$ cat config.mk
export PLATFORM = sky130hd
export DESIGN_NAME = crossbar_router
export DESIGN_NICKNAME = d
export VERILOG_FILES = /design/src/rtl/crossbar_pkg.sv /design/src/rtl/crossbar_edge_det.sv /design/src/rtl/crossbar_router.sv
export SDC_FILE = /design/constraint.sdc
export NUM_CORES = 2
export LEC_CHECK = 0
export CELL_PAD_IN_SITES_DETAIL_PLACEMENT = 0
export CELL_PAD_IN_SITES_GLOBAL_PLACEMENT = 2
export CORE_ASPECT_RATIO = 0.6
export CORE_MARGIN = 5
export CORE_UTILIZATION = 41
export DETAILED_ROUTE_END_ITERATION = 8
export PLACE_DENSITY_LB_ADDON = 0.1
export SETUP_SLACK_MARGIN = 0.1
export SYNTH_ARGS = -nofsm -noshare
export SYNTH_HDL_FRONTEND = slang
export SYNTH_SLANG_ARGS = --single-unit
$ cat constraint.sdc
create_clock -name clk_i -period 25.8 [get_ports clk_i]
set_input_delay 6.45 -clock clk_i [delete_from_list [all_inputs] [get_ports clk_i]]
set_output_delay 6.45 -clock clk_i [all_outputs]
set_load 0.02 [all_outputs]
$ cat src/rtl/crossbar_pkg.sv
// Shared types and defaults for the PMU event crossbar.
// Pure declarations: no logic and no latency.
// Optional feature macro used by the bundle: CROSSBAR_ACTIVITY_EN.
package crossbar_pkg;

    typedef enum logic [1:0] {
        MODE_LEVEL = 2'd0,
        MODE_RISE  = 2'd1,
        MODE_FALL  = 2'd2,
        MODE_ANY   = 2'd3
    } mode_e;

    // Select field width carried by every config entry (covers N_IN up to 256).
    localparam int CFG_SEL_W     = 8;
    localparam int DEF_BLANK_CYC = 2;

    typedef struct packed {
        logic [CFG_SEL_W-1:0] sel;
        mode_e                mode;
    } cfg_entry_t;

    // Reset entry for output x: identity routing where the input exists, level mode.
    function automatic cfg_entry_t reset_entry(input int x, input int n_in);
        cfg_entry_t e;
        e.sel  = (x < n_in) ? CFG_SEL_W'(x) : '0;
        e.mode = MODE_LEVEL;
        return e;
    endfunction

endpackage

$ cat src/rtl/crossbar_edge_det.sv
// One crossbar lane: source mux, sample/history registers and mode detection.
// Latency: 2 cycles from vector_i to out_o (sample stage, output stage).
// No backpressure; blank_i forces the registered output low while history keeps tracking.
module crossbar_edge_det
    import crossbar_pkg::*;
#(
    parameter int N_IN = 32
) (
    input  logic                 clk_i,
    input  logic                 rst_i,
    input  logic [N_IN-1:0]      vector_i,
    input  logic [CFG_SEL_W-1:0] sel_i,
    input  mode_e                mode_i,
    input  logic                 blank_i,
    output logic                 out_o
);

    localparam int SEL_W = $clog2(N_IN);

    logic samp_q, samp_d;
    logic hist_q;
    logic out_q, out_d;

    // Source mux; selects past the last input read as a constant 0.
    always_comb begin
        samp_d = 1'b0;
        if (int'(sel_i) < N_IN) begin
            samp_d = vector_i[sel_i[SEL_W-1:0]];
        end
    end

    // Mode detection on the sampled value against the previous sample.
    always_comb begin
        out_d = 1'b0;
        unique case (mode_i)
            MODE_LEVEL: out_d = samp_q;
            MODE_RISE:  out_d = samp_q & ~hist_q;
            MODE_FALL:  out_d = ~samp_q & hist_q;
            MODE_ANY:   out_d = samp_q ^ hist_q;
            default:    out_d = 1'b0;
        endcase
        if (blank_i) begin
            out_d = 1'b0;
        end
    end

    // Sample, history and output registers.
    always_ff @(posedge clk_i or posedge rst_i) begin
        if (rst_i) begin
            samp_q <= 1'b0;
            hist_q <= 1'b0;
            out_q  <= 1'b0;
        end else begin
            samp_q <= samp_d;
            hist_q <= samp_q;
            out_q  <= out_d;
        end
    end

    assign out_o = out_q;

endmodule

$ cat src/rtl/crossbar_router.sv
// PMU event crossbar: routes N_IN event lines to N_OUT counters with per-output edge modes.
// Latency: 2 cycles input to vector_o; config takes effect on commit, then BLANK_CYC blanked cycles.
// No backpressure; CROSSBAR_ACTIVITY_EN adds sticky per-output activity flags with a clear input.
module crossbar_router
    import crossbar_pkg::*;
#(
    parameter int N_IN      = 32,
    parameter int N_OUT     = 24,
    parameter int BLANK_CYC = DEF_BLANK_CYC,
    localparam int SEL_W    = $clog2(N_IN),
    localparam int IDX_W    = (N_OUT > 1) ? $clog2(N_OUT) : 1
) (
    input  logic              clk_i,
    input  logic              rst_i,
    input  logic [N_IN-1:0]   vector_i,
    output logic [N_OUT-1:0]  vector_o,
    input  logic              cfg_we_i,
    input  logic [IDX_W-1:0]  cfg_idx_i,
    input  logic [SEL_W-1:0]  cfg_sel_i,
    input  mode_e             cfg_mode_i,
    input  logic              cfg_commit_i,
    output logic              busy_o,
    output logic              commit_done_o
`ifdef CROSSBAR_ACTIVITY_EN
    ,
    input  logic              act_clr_i,
    output logic [N_OUT-1:0]  activity_o
`endif
);

    localparam int CNT_W = $clog2(BLANK_CYC + 1);

    cfg_entry_t        shadow_q [N_OUT];
    cfg_entry_t        shadow_d [N_OUT];
    cfg_entry_t        active_q [N_OUT];
    cfg_entry_t        active_d [N_OUT];
    logic [CNT_W-1:0]  cnt_q, cnt_d;
    logic              done_q, done_d;
    logic              blank_d;
    logic [N_OUT-1:0]  vec_out;

    // Shadow write; out-of-range indices match no entry and are dropped.
    always_comb begin
        for (int x = 0; x < N_OUT; x++) begin
            shadow_d[x] = shadow_q[x];
            if (cfg_we_i && (int'(cfg_idx_i) == x)) begin
                shadow_d[x].sel  = CFG_SEL_W'(cfg_sel_i);
                shadow_d[x].mode = cfg_mode_i;
            end
        end
    end

    // Commit copies the shadow, including any write landing in the same cycle.
    always_comb begin
        for (int x = 0; x < N_OUT; x++) begin
            active_d[x] = cfg_commit_i ? shadow_d[x] : active_q[x];
        end
    end

    // Blank counter: reload on every commit; done only when a countdown finishes undisturbed.
    always_comb begin
        cnt_d = cnt_q;
        if (cfg_commit_i) begin
            cnt_d = CNT_W'(BLANK_CYC);
        end else if (cnt_q != '0) begin
            cnt_d = cnt_q - CNT_W'(1);
        end
        done_d  = !cfg_commit_i && (cnt_q == CNT_W'(1));
        blank_d = (cnt_d != '0);
    end

    // Config, blank counter and done-pulse registers.
    always_ff @(posedge clk_i or posedge rst_i) begin
        if (rst_i) begin
            for (int x = 0; x < N_OUT; x++) begin
                shadow_q[x] <= reset_entry(x, N_IN);
                active_q[x] <= reset_entry(x, N_IN);
            end
            cnt_q  <= '0;
            done_q <= 1'b0;
        end else begin
            for (int x = 0; x < N_OUT; x++) begin
                shadow_q[x] <= shadow_d[x];
                active_q[x] <= active_d[x];
            end
            cnt_q  <= cnt_d;
            done_q <= done_d;
        end
    end

    // Lanes sample through the next-state select so that, by the time blanking
    // lifts, both sample and history come from the newly committed source.
    // Output registers are blanked on the next-state count so vector_o is low
    // exactly while busy_o is high.
    for (genvar x = 0; x < N_OUT; x++) begin : g_lane
        crossbar_edge_det #(
            .N_IN (N_IN)
        ) u_det (
            .clk_i    (clk_i),
            .rst_i    (rst_i),
            .vector_i (vector_i),
            .sel_i    (active_d[x].sel),
            .mode_i   (active_q[x].mode),
            .blank_i  (blank_d),
            .out_o    (vec_out[x])
        );
    end

    assign vector_o      = vec_out;
    assign busy_o        = (cnt_q != '0);
    assign commit_done_o = done_q;

`ifdef CROSSBAR_ACTIVITY_EN
    logic [N_OUT-1:0] act_q, act_d;

    // Sticky activity: a set in the same cycle as a clear takes priority.
    always_comb begin
        act_d = act_clr_i ? vec_out : (act_q | vec_out);
    end

    // Activity flag register.
    always_ff @(posedge clk_i or posedge rst_i) begin
        if (rst_i) begin
            act_q <= '0;
        end else begin
            act_q <= act_d;
        end
    end

    assign activity_o = act_q;
`endif

endmodule

==> results_dict.tcl <==
set metrics [dict create \
    via_per_inst 6.356 \
    ff2ff_path_depth 7 \
    worst_pin_slew_ns 1.111 \
    drc 0 \
    drtIter0Drc 2989 \
    dpl.cell_count 4093 \
    rsz0062_at_grt "false" \
    syn-num-nets 3320 \
    synth_seq_cells 555 \
    fin_ws_ns 15.85 \
    relSlewSlack 0.2595 \
    r2r_end "g_lane[13].u_det.samp_q" \
    drive_above_1_share 0.1681 \
    cts_hold_buf 0 \
    cp.arrival_ns 10.50 \
    setup.worst_path.end "g_lane[3].u_det.samp_q" \
    grt_pass1_wl_um 175600 \
    vias 26730 \
    clkSinkCount 555 \
    synthFlopType "dfrtp_1" \
    slew_violations 0 \
    critPathLaunchType "input port" \
    crit_path_end_kind "flip-flop" \
    setup_viol 0 \
    status "completed" \
    cts_buffers 56 \
    wl_um 118900 \
    grt_pass1_vias 25890 \
    place_ws_ns 15.31 \
    syn_avg_cell_area_um2 9.571 \
    dr.pass1.iters 7 \
    ys_async_sr_fraction 1.000 \
    overflow 0 \
    pin_count 74 \
    path_clk_slew_ns 0.07 \
    power.density_nw_per_um2 76.38 \
    area_growth_pct 9.922 \
    cpMostUsedCell "a211oi_1" \
    fillers 6950 \
    synth_warnings 0 \
    synth_edf_count 0 \
    crit_start "cfg_commit_i" \
    cts_setup_buffers 0 \
    ys_types 89 \
    r2r_slack_ns 22.93 \
    path_max_fanout 91 \
    yosysSeqAreaShare 0.4543 \
    clock_latency_ns 0.65 \
    fmaxAchievable_mhz 100.5 \
    start_util 0.4165 \
    io_buffers 73 \
    ctsHtreeMaxLevel 2 \
    core-area_um2 74090 \
    cp.required_ns 26.34 \
    cts_tree "done" \
    antenna_found_initial 5 \
    root_buffer "clkbuf_16" \
    timing.rr.start "shadow_q[102]" \
    wl_per_cell_um 28.29 \
    final_cell_count_no_fill 4205 \
    die-area_um2 81030 \
    hpwl_um 69950 \
    grt_max_degree 133 \
    min_path_type "flip-flop to flip-flop" \
    max-vdd-ir-drop_mv 0.05004 \
    rows 77 \
    ant_nets 0 \
    period_minus_slack_ns 9.953 \
    die_h_um 222.5 \
    hold_viol 0 \
    leakage_uw 0.01541 \
    clockBufferDepth 3 \
    timing.critical_path.slowest_cell_delay_ns 0.78 \
    period_share 0.3858 \
    path_cells "buf_8, buf_4, nand4_2, mux2i_4, nor2_4, clkinv_4, a211oi_1, a2111oi_0, nor4_1, a211oi_1" \
    fin_nets 3260 \
    setup_tns_ns 0 \
    fin_skew_ns 0.01593 \
    crit_slowest_cell "buf_4" \
    die_w_um 364.2 \
    synthesis.area_um2 30860 \
    gp_congestion 0.8677 \
    maxCapViolations 0 \
    cts_resized 0 \
    synth_cells 3224 \
    crit_type "input port to flip-flop" \
    grtUsageTotal 0.2877 \
]
## where the power goes
part | switching, uW | internal [uW] | total [uW]
sequential | 63.2 | 1010 | 1070
clock | 378 | 505 | 884
combinational | 415 | 222 | 637
## cell families after synthesis
family          share of synthesized area
compound gates                     0.2196
fa+ha+maj                         0.01946
buf+inv                           0.06050
flops                              0.4543
mux                               0.07935
simple gates                       0.1668
## stage by stage
step	instance area [um^2]	power, uW	util	hold WS, ns
global route	33910	2722	0.4576	0.4352
CTS	33910	2601	0.4576	0.4113
floorplan	30860	1518	-	0.3775
global placement	31950	1690	0.4313	0.3908
finish	33920	2591	0.4578	0.4054
detailed placement	31950	1710	0.4313	0.3960
## flip-flops by register name, indices dropped and copies added (netlist names)
signal and cells:
active_q 240, shadow_q 240, g_lane.u_det.hist_q 24, g_lane.u_det.out_o 24
g_lane.u_det.samp_q 24, cnt_q 2, commit_done_o 1
## cells in the mapped netlist (48+ instances only)
master / number / area (um^2)
dfrtp_1: 451 / 11290
nand2_1: 367 / 1378
a211oi_1: 230 / 1727
o21ai_0: 181 / 905.9
mux2_2: 153 / 1723
nor2_1: 138 / 518.0
and3_1: 128 / 800.8
nand3_1: 127 / 635.6
inv_1: 125 / 469.2
a21oi_1: 122 / 610.6
clkbuf_1: 112 / 420.4
dfstp_2: 104 / 2733
and2_1: 93 / 581.8
buf_2: 67 / 335.3
mux2i_1: 66 / 660.6
a31oi_1: 65 / 406.6
buf_4: 57 / 427.9
a221oi_1: 49 / 429.2
ha_1: 48 / 600.6
o211ai_1: 48 / 360.4
## cells in the final DEF, fill, tap and decap left out, drive strengths merged, types with 6 or more instances in the layout
cell type        n
a311oi          31
nand2b          34
clkdlybuf4s50   59
o21bai          13
dfrtp          451
ha              48
nand2          367
a21oi          122
o21ai          219
a221oi          49
nor3            15
a22oi           22
a31o             9
a311o           18
a21boi          22
clkinv          11
a21o            33
clkbuf          80
a211oi         231
or3             20
inv            149
and3           128
a31oi           71
and2            94
nor2           141
nor4            34
dfstp          104
bufinv           8
buf             78
or2             30
mux2           154
diode            6
a2111oi         29
o211ai          48
a221o            7
mux2i           69
a2bb2oi          6
o32ai           16
nand3          127
## cell type report
cell class | instances | area [um^2] | share of cell area
Clock inverter | 26 | 390.4 | 0.01151
Multi-Input combinational cell | 2267 | 14980 | 0.4416
Clock buffer | 80 | 1562 | 0.04603
Inverter | 147 | 568.0 | 0.01675
Antenna cell | 6 | 15.01 | 0.0004426
Timing Repair Buffer | 137 | 1151 | 0.03394
Sequential cell | 555 | 14020 | 0.4133
Tap cell | 987 | 1235 | 0.03641
## layer usage
layer | GRT usage | up-vias | part of all wire
li1 | - | 11710 | -
met1 | 0.4190 | 13400 | 0.45
met2 | 0.4243 | 1332 | 0.42
met3 | 0.06647 | 289 | 0.096
met4 | 0.09110 | 0 | 0.034
met5 | 0 | - | 0
## worst max-delay path: cells and delay by family
kind / cells / cell delay (ns)
buffers and inverters: 3 / 1.37
AO/OA/AOI/OAI: 3 / 1.01
AND/OR/NAND/NOR: 3 / 0.97
multiplexers: 1 / 0.54
## worst min path at each step
stage / end / slack, ns / depth (start not counted) / startpoint
after CTS: g_lane[7].u_det.hist_q / 0.41 / 0 / g_lane[7].u_det.samp_q
after global routing: g_lane[11].u_det.hist_q / 0.44 / 0 / g_lane[11].u_det.samp_q
after detailed placement: g_lane[7].u_det.hist_q / 0.40 / 0 / g_lane[7].u_det.samp_q
after floorplan: g_lane[0].u_det.hist_q / 0.38 / 0 / g_lane[0].u_det.samp_q
final: g_lane[7].u_det.hist_q / 0.41 / 0 / g_lane[7].u_det.samp_q
after global placement: g_lane[15].u_det.hist_q / 0.39 / 0 / g_lane[15].u_det.samp_q
Note: power is estimated with default switching activity, not from simulation.
